### src/rtl/blit_engine.sv
// Rectangle blitter: copies a w x h region from a synchronous source memory
// to the VGA write port at one pixel per clock.
// Modes: COPY, KEY (colour-key transparency), SHADOW (black where opaque),
// FILL (solid colour). Optional horizontal flip and screen clipping.
// Ports:
//   clk, reset_n        clock, synchronous active-low reset
//   go                  start request, sampled only when idle
//   src_base/stride     source origin and words per row
//   blit_w/blit_h       region size in pixels
//   dst_x/dst_y         screen position of the top-left corner
//   mode/flip_x         operation mode and horizontal mirror
//   fill_colour         colour used in FILL mode
//   src_addr/src_rd     source read request
//   src_data            source data, READ_LATENCY clocks after the address
//   X_out/Y_out/colour  pixel write coordinates and colour
//   write_en            pixel write strobe
//   busy/done           operation in progress / one-cycle completion pulse
module blit_engine #(
   parameter int unsigned COLOUR_BITS  = 6,
   parameter int unsigned X_BITS       = 9,
   parameter int unsigned Y_BITS       = 8,
   parameter int unsigned SCREEN_W     = 320,
   parameter int unsigned SCREEN_H     = 240,
   parameter int unsigned SRC_AW       = 17,
   parameter int unsigned DIM_BITS     = 9,
   parameter int unsigned READ_LATENCY = 1,
   parameter logic [COLOUR_BITS-1:0] TRANSPARENT = 6'b001100
) (
   input  logic                   clk,
   input  logic                   reset_n,
   input  logic                   go,
   input  logic [SRC_AW-1:0]      src_base,
   input  logic [DIM_BITS-1:0]    src_stride,
   input  logic [DIM_BITS-1:0]    blit_w,
   input  logic [DIM_BITS-1:0]    blit_h,
   input  logic [X_BITS-1:0]      dst_x,
   input  logic [Y_BITS-1:0]      dst_y,
   input  logic [1:0]             mode,
   input  logic                   flip_x,
   input  logic [COLOUR_BITS-1:0] fill_colour,
   output logic [SRC_AW-1:0]      src_addr,
   output logic                   src_rd,
   input  logic [COLOUR_BITS-1:0] src_data,
   output logic [X_BITS-1:0]      X_out,
   output logic [Y_BITS-1:0]      Y_out,
   output logic [COLOUR_BITS-1:0] colour,
   output logic                   write_en,
   output logic                   busy,
   output logic                   done
);

   // Extended coordinate widths so the clip compare sees the true sum
   localparam int unsigned CX_BITS = ((X_BITS > DIM_BITS) ? X_BITS : DIM_BITS) + 1;
   localparam int unsigned CY_BITS = ((Y_BITS > DIM_BITS) ? Y_BITS : DIM_BITS) + 1;
   localparam int unsigned DL_BITS = 3;

   localparam logic [1:0] MODE_COPY   = 2'b00;
   localparam logic [1:0] MODE_KEY    = 2'b01;
   localparam logic [1:0] MODE_SHADOW = 2'b10;
   localparam logic [1:0] MODE_FILL   = 2'b11;

   typedef enum logic [1:0] {S_IDLE, S_RUN, S_DRAIN, S_DONE} state_t;

   state_t                 state_q;
   logic [SRC_AW-1:0]      base_q;
   logic [DIM_BITS-1:0]    stride_q, w_q, h_q;
   logic [X_BITS-1:0]      dx_q;
   logic [Y_BITS-1:0]      dy_q;
   logic [1:0]             mode_q;
   logic                   flip_q;
   logic [COLOUR_BITS-1:0] fill_q;

   logic [DIM_BITS-1:0]    col_q, row_q;
   logic [SRC_AW-1:0]      rowbase_q;
   logic [DL_BITS-1:0]     drain_q;

   logic [SRC_AW-1:0]      src_addr_q;
   logic                   src_rd_q, busy_q, done_q;

   // Stage 0 is the issue stage; stage READ_LATENCY meets src_data
   logic [X_BITS-1:0]      px_q [0:READ_LATENCY];
   logic [Y_BITS-1:0]      py_q [0:READ_LATENCY];
   logic                   pv_q [0:READ_LATENCY];

   logic [DIM_BITS-1:0]    col_src_d;
   logic [SRC_AW-1:0]      addr_d;
   logic [CX_BITS-1:0]     x_ext_d;
   logic [CY_BITS-1:0]     y_ext_d;
   logic                   on_scr_d, last_col_d, last_row_d;
   logic                   key_hit, wr_ok;
   logic [COLOUR_BITS-1:0] wr_colour;

   // Issue-stage address and coordinate arithmetic
   always_comb begin
      col_src_d  = flip_q ? (w_q - DIM_BITS'(1) - col_q) : col_q;
      addr_d     = base_q + rowbase_q + SRC_AW'(col_src_d);
      x_ext_d    = CX_BITS'(dx_q) + CX_BITS'(col_q);
      y_ext_d    = CY_BITS'(dy_q) + CY_BITS'(row_q);
      on_scr_d   = (x_ext_d < CX_BITS'(SCREEN_W)) && (y_ext_d < CY_BITS'(SCREEN_H));
      last_col_d = (col_q == w_q - DIM_BITS'(1));
      last_row_d = (row_q == h_q - DIM_BITS'(1));
   end

   // Write-stage mode decode against the returning source word
   always_comb begin
      key_hit   = (src_data == TRANSPARENT);
      wr_ok     = 1'b1;
      wr_colour = src_data;
      case (mode_q)
         MODE_COPY:   wr_ok = 1'b1;
         MODE_KEY:    wr_ok = !key_hit;
         MODE_SHADOW: begin
            wr_ok     = !key_hit;
            wr_colour = '0;
         end
         MODE_FILL:   wr_colour = fill_q;
         default:     wr_ok = 1'b1;
      endcase
   end

   // Control FSM, address generator and coordinate delay line
   always_ff @(posedge clk) begin
      if (!reset_n) begin
         state_q    <= S_IDLE;
         base_q     <= '0;
         stride_q   <= '0;
         w_q        <= '0;
         h_q        <= '0;
         dx_q       <= '0;
         dy_q       <= '0;
         mode_q     <= MODE_COPY;
         flip_q     <= 1'b0;
         fill_q     <= '0;
         col_q      <= '0;
         row_q      <= '0;
         rowbase_q  <= '0;
         drain_q    <= '0;
         src_addr_q <= '0;
         src_rd_q   <= 1'b0;
         busy_q     <= 1'b0;
         done_q     <= 1'b0;
         for (int unsigned i = 0; i <= READ_LATENCY; i++) begin
            px_q[i] <= '0;
            py_q[i] <= '0;
            pv_q[i] <= 1'b0;
         end
      end else begin
         done_q   <= 1'b0;
         src_rd_q <= 1'b0;
         pv_q[0]  <= 1'b0;
         busy_q   <= (state_q != S_IDLE);
         for (int unsigned i = 1; i <= READ_LATENCY; i++) begin
            px_q[i] <= px_q[i-1];
            py_q[i] <= py_q[i-1];
            pv_q[i] <= pv_q[i-1];
         end

         case (state_q)
            S_IDLE: begin
               if (go) begin
                  base_q    <= src_base;
                  stride_q  <= src_stride;
                  w_q       <= blit_w;
                  h_q       <= blit_h;
                  dx_q      <= dst_x;
                  dy_q      <= dst_y;
                  mode_q    <= mode;
                  flip_q    <= flip_x;
                  fill_q    <= fill_colour;
                  col_q     <= '0;
                  row_q     <= '0;
                  rowbase_q <= '0;
                  drain_q   <= '0;
                  state_q   <= ((blit_w == '0) || (blit_h == '0)) ? S_DONE : S_RUN;
               end
            end
            S_RUN: begin
               src_addr_q <= addr_d;
               src_rd_q   <= (mode_q != MODE_FILL);
               px_q[0]    <= X_BITS'(x_ext_d);
               py_q[0]    <= Y_BITS'(y_ext_d);
               pv_q[0]    <= on_scr_d;
               // Row base accumulates the stride instead of multiplying
               if (last_col_d) begin
                  col_q     <= '0;
                  row_q     <= row_q + DIM_BITS'(1);
                  rowbase_q <= rowbase_q + SRC_AW'(stride_q);
               end else begin
                  col_q <= col_q + DIM_BITS'(1);
               end
               if (last_col_d && last_row_d) begin
                  drain_q <= '0;
                  state_q <= S_DRAIN;
               end
            end
            S_DRAIN: begin
               if (drain_q == DL_BITS'(READ_LATENCY - 1)) begin
                  state_q <= S_DONE;
               end else begin
                  drain_q <= drain_q + DL_BITS'(1);
               end
            end
            S_DONE: begin
               done_q  <= 1'b1;
               state_q <= S_IDLE;
            end
            default: state_q <= S_IDLE;
         endcase
      end
   end

   assign src_addr = src_addr_q;
   assign src_rd   = src_rd_q;
   assign busy     = busy_q;
   assign done     = done_q;
   assign X_out    = px_q[READ_LATENCY];
   assign Y_out    = py_q[READ_LATENCY];
   // Data arrives with the final delay stage, so the strobe decodes it directly
   assign write_en = pv_q[READ_LATENCY] & wr_ok;
   assign colour   = pv_q[READ_LATENCY] ? wr_colour : '0;

endmodule

### config.mk
export PLATFORM = sky130hd
export DESIGN_NAME = blit_engine
export DESIGN_NICKNAME = d
export VERILOG_FILES = /design/src/rtl/blit_engine.sv
export SDC_FILE = /design/constraint.sdc
export NUM_CORES = 1
export LEC_CHECK = 0
export ABC_AREA = 1
export CAP_MARGIN = 20
export CORE_AREA = 3 3 117 175
export DETAILED_ROUTE_END_ITERATION = 10
export DIE_AREA = 0 0 120 178
export PLACE_DENSITY = 0.84
export SLEW_MARGIN = 40
export SYNTH_ARGS = -nofsm -noshare
export SYNTH_HDL_FRONTEND = slang
export SYNTH_SLANG_ARGS = --single-unit
### constraint.sdc
create_clock -name clk -period 3.44 [get_ports clk]
set_input_delay 0.344 -clock clk [delete_from_list [all_inputs] [get_ports clk]]
set_output_delay 0.344 -clock clk [all_outputs]
set_load 0.01 [all_outputs]
==> flow_metrics.env <==
export IMPL_status="complete, but fails checks"
export IMPL_violations="negative setup slack"
export IMPL_viasPerCell=5.28
export IMPL_utilization_pct=63.9
export IMPL_area_growth_pct=27.1
export IMPL_crit_top_cell="nand2_1"
export IMPL_dr_pass1_iters=5
export IMPL_worst_clock_skew_ps=5.56
export IMPL_layout_common_cells="nand2_1, nor2_1, inv_1"
export IMPL_p_int_mw=5.57
export IMPL_power_density_nw_per_um2=750
export IMPL_synth_cell_types=52
export IMPL_fin_crit_sh_pct=111
export IMPL_diodes=0
export IMPL_worst_slew_pin_slew_ps=776
export IMPL_multi_input_area_um2=5470
export IMPL_fp_dieH_um=178
export IMPL_drt_first_iter_violations=555
export IMPL_cpPeakStageDelay_ps=500
export IMPL_rows=62
export IMPL_numCtsBuffers=17
export IMPL_seq_area_frac_synth_pct=38.0
export IMPL_finalHoldViolCount=0
export IMPL_htree_levels=4
export IMPL_cp_arrival_ps=4130
export IMPL_place_ws_ps=-335
export IMPL_hpwlAfterDp_mm=18.6
export IMPL_timing_final_crit_period_ps=3820
export IMPL_antenna_found_initial=0
export IMPL_rsz0062_at_grt="yes"
export IMPL_grt_pass1_wl_mm=40.8
export IMPL_slowest_stage="fa_2"
export IMPL_drtAntennaViolNets=0
export IMPL_cts_root_buffer="clkbuf_16"
export IMPL_final_cells=1684
export IMPL_start_kind="flip-flop"
export IMPL_p_clk_share_pct=21.0
export IMPL_grtUsageTotal_pct=23.9
export IMPL_clock_latency_ps=420
export IMPL_nFillCells=1621
export IMPL_portBuffers=122
export IMPL_ys_flop_type="dfxtp_1"
export IMPL_dieArea_um2=21400
export IMPL_path_class="flip-flop to flip-flop"
export IMPL_syn_area_per_cell_um2=7.66
export IMPL_detailroute_via_count=8893
export IMPL_p_seq_share_pct=30.3
export IMPL_switchingPower_mw=3.61
export IMPL_slew_headroom_pct=48.3
export IMPL_layout_commonest_cell="nand2_1"
export IMPL_ioPinCount=123
export IMPL_ir_worst_vdd_mv=0.415
export IMPL_r2r_slack_ps=-380
export IMPL_p_leak_nw=5.53
export IMPL_wire_per_inst_um=15.1
export IMPL_core_um2=19200
export IMPL_cts_tree="yes"
export IMPL_synth_edf_count=34
export IMPL_drc=0
export IMPL_finalNetCount=1578
export IMPL_cp_num_buf_inv=4
export IMPL_layout_drive_gt1_share_pct=12.4
export IMPL_gp_congestion=0.900
export IMPL_clk_pin_slew_ps=60
export IMPL_drv_slew=0
export IMPL_numClockSinks=166
export IMPL_endpoint_kind="flip-flop"
export IMPL_crit_family="adder cells"
export IMPL_p_comb_share_pct=48.7
export IMPL_dp_cells=1649
export IMPL_max_freq_mhz=262
export IMPL_synth_cells=1258
export IMPL_yosysWarnings=0
export IMPL_fin_tns_setup_ps=-2100
export IMPL_synth_seq_cells=166
export IMPL_drt_total_wl_mm=25.5
export IMPL_grt_overflow_total=0
export IMPL_min_path_type="flip-flop to flip-flop"
export IMPL_async_flop_share_pct=0
export IMPL_syn_cell_area_um2=9630
export IMPL_required_ps=3750
export IMPL_setup_violations=11
export IMPL_chipWidth_um=120
export IMPL_grt_start_max_net_pins=94
export IMPL_start_util_pct=50.3
export IMPL_grt_pass1_vias=8591
export IMPL_fin_ws_ps=-380
export IMPL_clk_path_buf_depth=2
export IMPL_worstPathMaxFanout=4
export IMPL_path_cells="inv_2 -> ha_4 -> nand3_2 -> buf_4 -> xor2_1 -> ha_1 -> buf_4 -> a21oi_2 -> xor2_1 -> o21ai_2 -> fa_2 -> ha_4 -> inv_4 -> o21bai_4 -> a21oi_2 -> o21ai_2 -> nand3_1 -> nand2_1 -> nand2_1 -> nand2_1 -> o21ai_1"
export IMPL_seqCellArea_um2=3670
export IMPL_p_sw_share_pct=39.3
export IMPL_cap_viol_max_count=0
power by group through the flow:
stage	registers, mW	logic [mW]	clock network [mW]
floorplan	2.74	2.67	0
global placement	2.79	3.82	0
detailed placement	2.81	3.94	0
CTS	2.77	4.14	1.95
global route	2.82	4.95	2.04
finish	2.78	4.48	1.93
worst min-delay path: stages (launching register included):
cell and delay (ps):
dfxtp_1 310, nand2_1 60, nand2_1 40
worst paths after layout:
path                                  start                        end  cells after the start
setup / recovery        w_q[1]$_SDFFE_PN0P_  src_addr[10]$_SDFFE_PN0P_                     21
setup reg to reg        w_q[1]$_SDFFE_PN0P_  src_addr[10]$_SDFFE_PN0P_                     21
hold / removal    src_addr[14]$_SDFFE_PN0P_  src_addr[14]$_SDFFE_PN0P_                      2
hold reg to reg   src_addr[14]$_SDFFE_PN0P_  src_addr[14]$_SDFFE_PN0P_                      2
registers in the layout, indices dropped and copies added (netlist names):
name / cells
col_q: 9
h_q: 9
w_q: 9
state_q: 2
done: 1
fill_q: 6
stride_q: 9
px_q: 18
mode_q: 2
dy_q: 8
src_rd: 1
rowbase_q: 17
dx_q: 9
base_q: 17
row_q: 9
flip_q: 1
drain_q: 3
pv_q: 2
py_q: 16
busy: 1
src_addr: 17
final cells by class:
class                      instances  share of cell area [%]
timing repair buffer             175                    13.2
sequential                       166                    30.0
clock buffer                      20                    3.57
multi-input combinational        903                    44.7
inverter                         152                    4.68
tap                              256                    2.62
clock inverter                    12                    1.26
metrics by stage:
step	power, mW	hold slack (ps)	area, um2
floorplan	5.41	390	9760
finish	9.19	457	12200
detailed placement	6.75	447	11400
CTS	8.86	449	12100
global route	9.81	491	12200
global placement	6.61	439	11400
synth_stat cells, types with 4 or more instances:
| library cell | count | area, um2 |
|---|---|---|
| fa_1 | 14 | 280 |
| nand4_1 | 22 | 138 |
| ha_1 | 70 | 876 |
| nand3_1 | 46 | 230 |
| nand2_1 | 221 | 830 |
| buf_4 | 18 | 135 |
| dfxtp_1 | 132 | 2640 |
| edfxtp_1 | 34 | 1020 |
| a21oi_1 | 105 | 526 |
| inv_1 | 139 | 522 |
| clkbuf_1 | 28 | 105 |
| o21ai_0 | 120 | 601 |
| nand3_2 | 6 | 60.1 |
| a21o_1 | 4 | 30.0 |
| xnor2_1 | 14 | 123 |
| nor2_1 | 167 | 627 |
| inv_2 | 12 | 45.0 |
| o21ai_1 | 9 | 45.0 |
| xor2_1 | 24 | 210 |
| nor3_1 | 14 | 70.1 |
logic make-up (layout without fill, tap and decap cells):
| kind of cell | after synthesis | after routing | share of synthesized area [%] |
|---|---|---|---|
| buffers and inverters | 205 | 359 | 8.89 |
| DFF | 166 | 166 | 38.0 |
| AOI/OAI and AO/OA | 261 | 261 | 14.4 |
| adders and majority gates | 84 | 84 | 12.0 |
| other | 1 | 17 | 0.0389 |
| and+or+nand+nor | 503 | 503 | 23.2 |
| xor gates and xnor gates | 38 | 38 | 3.46 |
per-layer routing:
layer  vias up  wire length (um)  global-route usage [%]
met5         -                 0                       0
met4         0              1010                    11.3
met3        74              1150                    3.71
met2       275             13600                    45.2
met1      4130              9760                    25.7
li1       4414                 -                       -
repair_timing:
action	in CTS	in global routing
endpoints found under the setup margin	11	13
hold endpoints to repair	0	0
hold buffers	0	0
resized for setup	32	29
pin swaps	23	27
setup buffers	1	2
Power figures use the tool's default switching activity.
